**src/rtl/sequenciador_varredura_pkg.sv**
```systemverilog
// Shared definitions for the scan sequencer: state encoding, direction
// codes, select width and the select advance helpers.
package sequenciador_varredura_pkg;

    localparam int LARGURA_SEL = 3;

    typedef enum logic {
        PARADO   = 1'b0,
        VARRENDO = 1'b1
    } estado_t;

    localparam logic SENTIDO_CRESC = 1'b0;
    localparam logic SENTIDO_DECR  = 1'b1;

    // Next select value in the requested direction, wrapping inside 0..ultimo.
    function automatic logic [LARGURA_SEL-1:0] proximo_sel(
        input logic [LARGURA_SEL-1:0] sel,
        input logic                   sentido,
        input logic [LARGURA_SEL-1:0] ultimo
    );
        logic [LARGURA_SEL-1:0] resultado;
        if (sentido == SENTIDO_DECR) begin
            resultado = (sel == '0) ? ultimo : sel - LARGURA_SEL'(1);
        end else begin
            resultado = (sel == ultimo) ? '0 : sel + LARGURA_SEL'(1);
        end
        return resultado;
    endfunction

    // True when the advance from sel in this direction wraps around.
    function automatic logic vai_virar(
        input logic [LARGURA_SEL-1:0] sel,
        input logic                   sentido,
        input logic [LARGURA_SEL-1:0] ultimo
    );
        logic resultado;
        if (sentido == SENTIDO_DECR) begin
            resultado = (sel == '0);
        end else begin
            resultado = (sel == ultimo);
        end
        return resultado;
    endfunction

endpackage

```
**src/rtl/sequenciador_varredura_divisor_tick.sv**
```systemverilog
// Programmable prescaler: counts 0..DIVISOR-1 while enabled and flags the
// last count so the owner can advance on that edge. clear wins over enable.
module divisor_tick
    import sequenciador_varredura_pkg::*;
#(
    parameter int DIVISOR = 4
) (
    input  logic clk,
    input  logic reset,
    input  logic clear,
    input  logic enable,
    output logic pulse
);

    localparam int LARGURA = (DIVISOR > 1) ? $clog2(DIVISOR) : 1;
    localparam logic [LARGURA-1:0] MAXIMO = LARGURA'(DIVISOR - 1);

    logic [LARGURA-1:0] count_q;
    logic [LARGURA-1:0] count_d;

    assign pulse = (count_q == MAXIMO);

    // Next count: clear to zero, otherwise count up and wrap at the last value.
    always_comb begin
        count_d = count_q;
        if (clear) begin
            count_d = '0;
        end else if (enable) begin
            if (count_q == MAXIMO) begin
                count_d = '0;
            end else begin
                count_d = count_q + LARGURA'(1);
            end
        end
    end

    // Count register, zeroed by the asynchronous reset.
    always_ff @(posedge clk or posedge reset) begin
        if (reset) begin
            count_q <= '0;
        end else begin
            count_q <= count_d;
        end
    end

endmodule

```
**src/rtl/sequenciador_varredura.sv**
```systemverilog
// Run/stop scanner producing the select code for the downstream 3-to-8
// decoder. Handles load, stop, start, single step and timed advance, with
// registered tick/fim_ciclo pulses marking each advance and each wrap.
module sequenciador_varredura
    import sequenciador_varredura_pkg::*;
#(
    parameter int DIVISOR = 4,
    parameter int ULTIMO  = 7
) (
    input  logic                   clk,
    input  logic                   reset,
    input  logic                   iniciar,
    input  logic                   parar,
    input  logic                   passo,
    input  logic                   sentido,
    input  logic                   carregar,
    input  logic [LARGURA_SEL-1:0] valor,
    output logic [LARGURA_SEL-1:0] sel,
    output logic                   ativo,
    output logic                   tick,
    output logic                   fim_ciclo
);

    localparam logic [LARGURA_SEL-1:0] ULTIMO_SEL = LARGURA_SEL'(ULTIMO);

    estado_t                estado_q;
    estado_t                estado_d;
    logic [LARGURA_SEL-1:0] sel_q;
    logic [LARGURA_SEL-1:0] sel_d;
    logic                   tick_q;
    logic                   tick_d;
    logic                   fim_ciclo_q;
    logic                   fim_ciclo_d;
    logic                   pre_clear;
    logic                   pre_enable;
    logic                   pre_pulse;
    logic                   avancar;

    divisor_tick #(
        .DIVISOR(DIVISOR)
    ) u_divisor_tick (
        .clk   (clk),
        .reset (reset),
        .clear (pre_clear),
        .enable(pre_enable),
        .pulse (pre_pulse)
    );

    // Per-edge decision in priority order: load, stop, start, step, timed advance.
    always_comb begin
        estado_d    = estado_q;
        sel_d       = sel_q;
        tick_d      = 1'b0;
        fim_ciclo_d = 1'b0;
        pre_clear   = 1'b0;
        pre_enable  = (estado_q == VARRENDO);
        avancar     = 1'b0;

        if (carregar) begin
            sel_d     = (valor > ULTIMO_SEL) ? ULTIMO_SEL : valor;
            pre_clear = 1'b1;
        end else if (parar) begin
            if (estado_q == VARRENDO) begin
                estado_d  = PARADO;
                pre_clear = 1'b1;
            end
        end else if (iniciar && (estado_q == PARADO)) begin
            estado_d  = VARRENDO;
            pre_clear = 1'b1;
        end else if (passo && (estado_q == PARADO)) begin
            avancar = 1'b1;
        end else if ((estado_q == VARRENDO) && pre_pulse) begin
            avancar = 1'b1;
        end

        if (avancar) begin
            sel_d       = proximo_sel(sel_q, sentido, ULTIMO_SEL);
            tick_d      = 1'b1;
            fim_ciclo_d = vai_virar(sel_q, sentido, ULTIMO_SEL);
        end
    end

    // State, select and pulse registers; reset aborts any pending pulse.
    always_ff @(posedge clk or posedge reset) begin
        if (reset) begin
            estado_q    <= PARADO;
            sel_q       <= '0;
            tick_q      <= 1'b0;
            fim_ciclo_q <= 1'b0;
        end else begin
            estado_q    <= estado_d;
            sel_q       <= sel_d;
            tick_q      <= tick_d;
            fim_ciclo_q <= fim_ciclo_d;
        end
    end

    assign sel       = sel_q;
    assign ativo     = (estado_q == VARRENDO);
    assign tick      = tick_q;
    assign fim_ciclo = fim_ciclo_q;

endmodule

```
**config.mk**
```make
export PLATFORM = sky130hd
export DESIGN_NAME = sequenciador_varredura
export DESIGN_NICKNAME = d
export VERILOG_FILES = /design/src/rtl/sequenciador_varredura_pkg.sv /design/src/rtl/sequenciador_varredura_divisor_tick.sv /design/src/rtl/sequenciador_varredura.sv
export SDC_FILE = /design/constraint.sdc
export NUM_CORES = 1
export LEC_CHECK = 0
export ABC_AREA = 1
export CAP_MARGIN = 20
export CORE_AREA = 4 4 41 43
export DETAILED_ROUTE_END_ITERATION = 6
export DIE_AREA = 0 0 45 47
export GPL_TIMING_DRIVEN = 0
export HOLD_SLACK_MARGIN = 0.02
export PLACE_DENSITY_LB_ADDON = 0.3
export SLEW_MARGIN = 10
export SYNTH_ARGS = -nofsm -noshare
export SYNTH_HDL_FRONTEND = slang
export SYNTH_SLANG_ARGS = --single-unit
```
**constraint.sdc**
```tcl
create_clock -name clk -period 1.5 [get_ports clk]
set_input_delay 0.3 -clock clk [delete_from_list [all_inputs] [get_ports clk]]
set_output_delay 0.3 -clock clk [all_outputs]
set_load 0.03 [all_outputs]
```
==> out/metrics.cfg <==
[route]
firstDrtPassIters=4
number_of_vias_in_the_routed_layout=521
vias_per_cell=4.92
final_antenna_net_count=0
drt_drc_violations_left=0
detail_route.wl_per_cell_um=11.2
routed_wl_um=1180
detailedRoute.firstIterationViolations=17

[sta]
finalSetupTns_ps=0
final_period_minus_worst_setup_slack_ps=1460
setup_slack_ps=42.9
max_slew.worst_pin.slew_ps=327
unrepaired_setup_endpoints_after_global_routing=false
max_slew_margin=0.782
finalHoldViolations=0
fmax_mhz=686
final-max-slew-violation-count=0
final_min_period_over_clock_period=0.971
report.final.setup_viol=0
worst_skew_ps=0.546

[finish]
flow.area_growth_from_synthesis_pct=33.3
drive_above_1_share=0.132
filler_cell_count=137
nets=108
postLayoutCellArea_um2=736
n_diodes=0
layout.cells.non_filler=106

[global_route]
antenna_found_initial=0
vias_in_the_first_global_route=457
grt_pass1_wl_um=1960
maximum_number_of_pins_on_one_net_before_global_route_repair=9
grt-ovfl-total=0
grt.total_usage=0.134

[power]
power.density_cell_area_nw_per_um2=906
fin_total_pwr_mw=0.666
vdd_ir_drop_max_v=0.000465
p_leak_nw=0.392

[synthesis]
fraction_of_the_yosys_area_taken_by_sequential_cells=0.363
synth_cell_types=19
synth-seq-cells=8
synth.net_count=88
synth_cells=73
synth.cell_area_um2=552
syn_area_per_cell_um2=7.56
synth-warning-count=0

[clock_network]
tritoncts_clock_tree=built
htreeDepth=1
ctsLongestPathBuffers=2
insertion_delay_ps=260
clock-root-buffer=clkbuf_4
numClockSinks=8
postCtsSetupRepairBufs=0
clk_transition_reported_paths_ps=60
tritoncts.num_buffers=3

[critical_path]
setup.worst_path.class=reg2out
worstPathCellList=dlygate4sd2_1
crit_path_max_fanout=6
cp_data_arrival_time_ps=1160
peak_per_stage_delay_on_the_critical_path_ps=450
worst_setup_path_start_kind=register
cp_slowest_cell=dfrtp_1
path_buf_inv=1
cp_top_family=flip-flops
rrSetupSlack_ps=140
endpoint_required_time_on_the_critical_path_ps=1200
endpoint_kind=output pin

[placed_design]
dp_hpwl_um=920
dp_slack_ps=37.9
placed_cells=103
dpl-instance-area_um2=721
portBuffers=15
gpl.final_weighted_congestion=0.729

[run_status]
outcome=completed

[worst_hold_path]
worstHoldPathType=in2async

[die]
io_pins=16
initial_core_util=0.424
die_h_um=47
die_area_um2=2120
rows=13
core-area_um2=1300
chip_width_um=45

[run]
max_cap_violations=0

sequential cells by signal (all words and copies together) (netlist names):
register and cells:
u_divisor_tick.count_q 2, tick 1, fim_ciclo 1, ativo 1
sel 3
synthesized netlist by cell type, drive strengths merged:
cell type / n / area, um2
nand3: 8 / 45.0
nand2: 19 / 76.3
dfrtp: 8 / 200
nor2: 8 / 37.5
a21boi: 2 / 18.8
or2: 1 / 6.26
a22oi: 1 / 7.51
a21oi: 4 / 23.8
inv: 13 / 48.8
o21ai: 3 / 15.0
ha: 5 / 62.6
mux2i: 1 / 10.0
per-stage QoR:
step,hold WS (ps),utilization
finish,290,0.565
global route,325,0.565
detailed placement,574,0.554
floorplan,116,-
CTS,295,0.565
global placement,523,0.554
repair_timing:
action | CTS | global route
resized for setup | 6 | 0
endpoints found under the setup margin | 6 | 0
hold buffers | 0 | 0
path summary, 6_finish.rpt:
check                                                  to  cells past startpoint    from
worst max register to register                     sel[2]                      6  sel[0]
min in group clk                                   sel[1]                      2  sel[1]
worst max-delay path                                ativo                      1   ativo
worst min-delay path            u_divisor_tick.count_q[0]                      2   reset
worst min register to register                     sel[1]                      2  sel[1]
max in group asynchronous                           ativo                      2   reset
power by group:
| part | internal [mW] | leakage, nW | total (mW) | switching [mW] |
|---|---|---|---|---|
| Clock | 0.0924 | 0.0138 | 0.178 | 0.0859 |
| Sequential | 0.236 | 0.103 | 0.260 | 0.0239 |
| Combinational | 0.0915 | 0.276 | 0.228 | 0.136 |
| Total | 0.420 | 0.392 | 0.666 | 0.246 |
routing by layer:
metal | global-route usage | vias to the layer above | wire, um
met5 | 0 | - | 0
met4 | 0.105 | 0 | 52
met3 | 0.0345 | 6 | 85
met2 | 0.201 | 19 | 533
met1 | 0.163 | 230 | 512
li1 | - | 266 | -
cells in the final DEF, fill, tap and decap left out, drive strengths merged:
cell	synthesis	routed
nand3	8	8
a22oi	1	1
mux2i	1	1
nand2	19	19
or2	1	1
ha	5	5
dlygate4sd2	0	6
a21boi	2	2
clkdlybuf4s50	0	9
dfrtp	8	8
o21ai	3	3
inv	13	13
a21oi	4	4
clkbuf	0	3
nor2	8	8
cells by family (layout without fill, tap and decap cells):
group | count (synthesis) | count (layout) | synth area share
simple gates | 36 | 36 | 0.299
buf+inv | 13 | 31 | 0.0884
compound gates | 10 | 10 | 0.118
flops | 8 | 8 | 0.363
fa+ha+maj | 5 | 5 | 0.113
mux | 1 | 1 | 0.0181
cell type report:
class | count | area, um2 | area share
inverters | 13 | 48.8 | 0.0663
well taps | 15 | 18.8 | 0.0255
repair buffers | 15 | 143 | 0.194
flip-flops and latches | 8 | 200 | 0.272
clock buffers | 3 | 22.5 | 0.0306
multi-input cells | 52 | 303 | 0.412
Power figures use the tool's default switching activity.
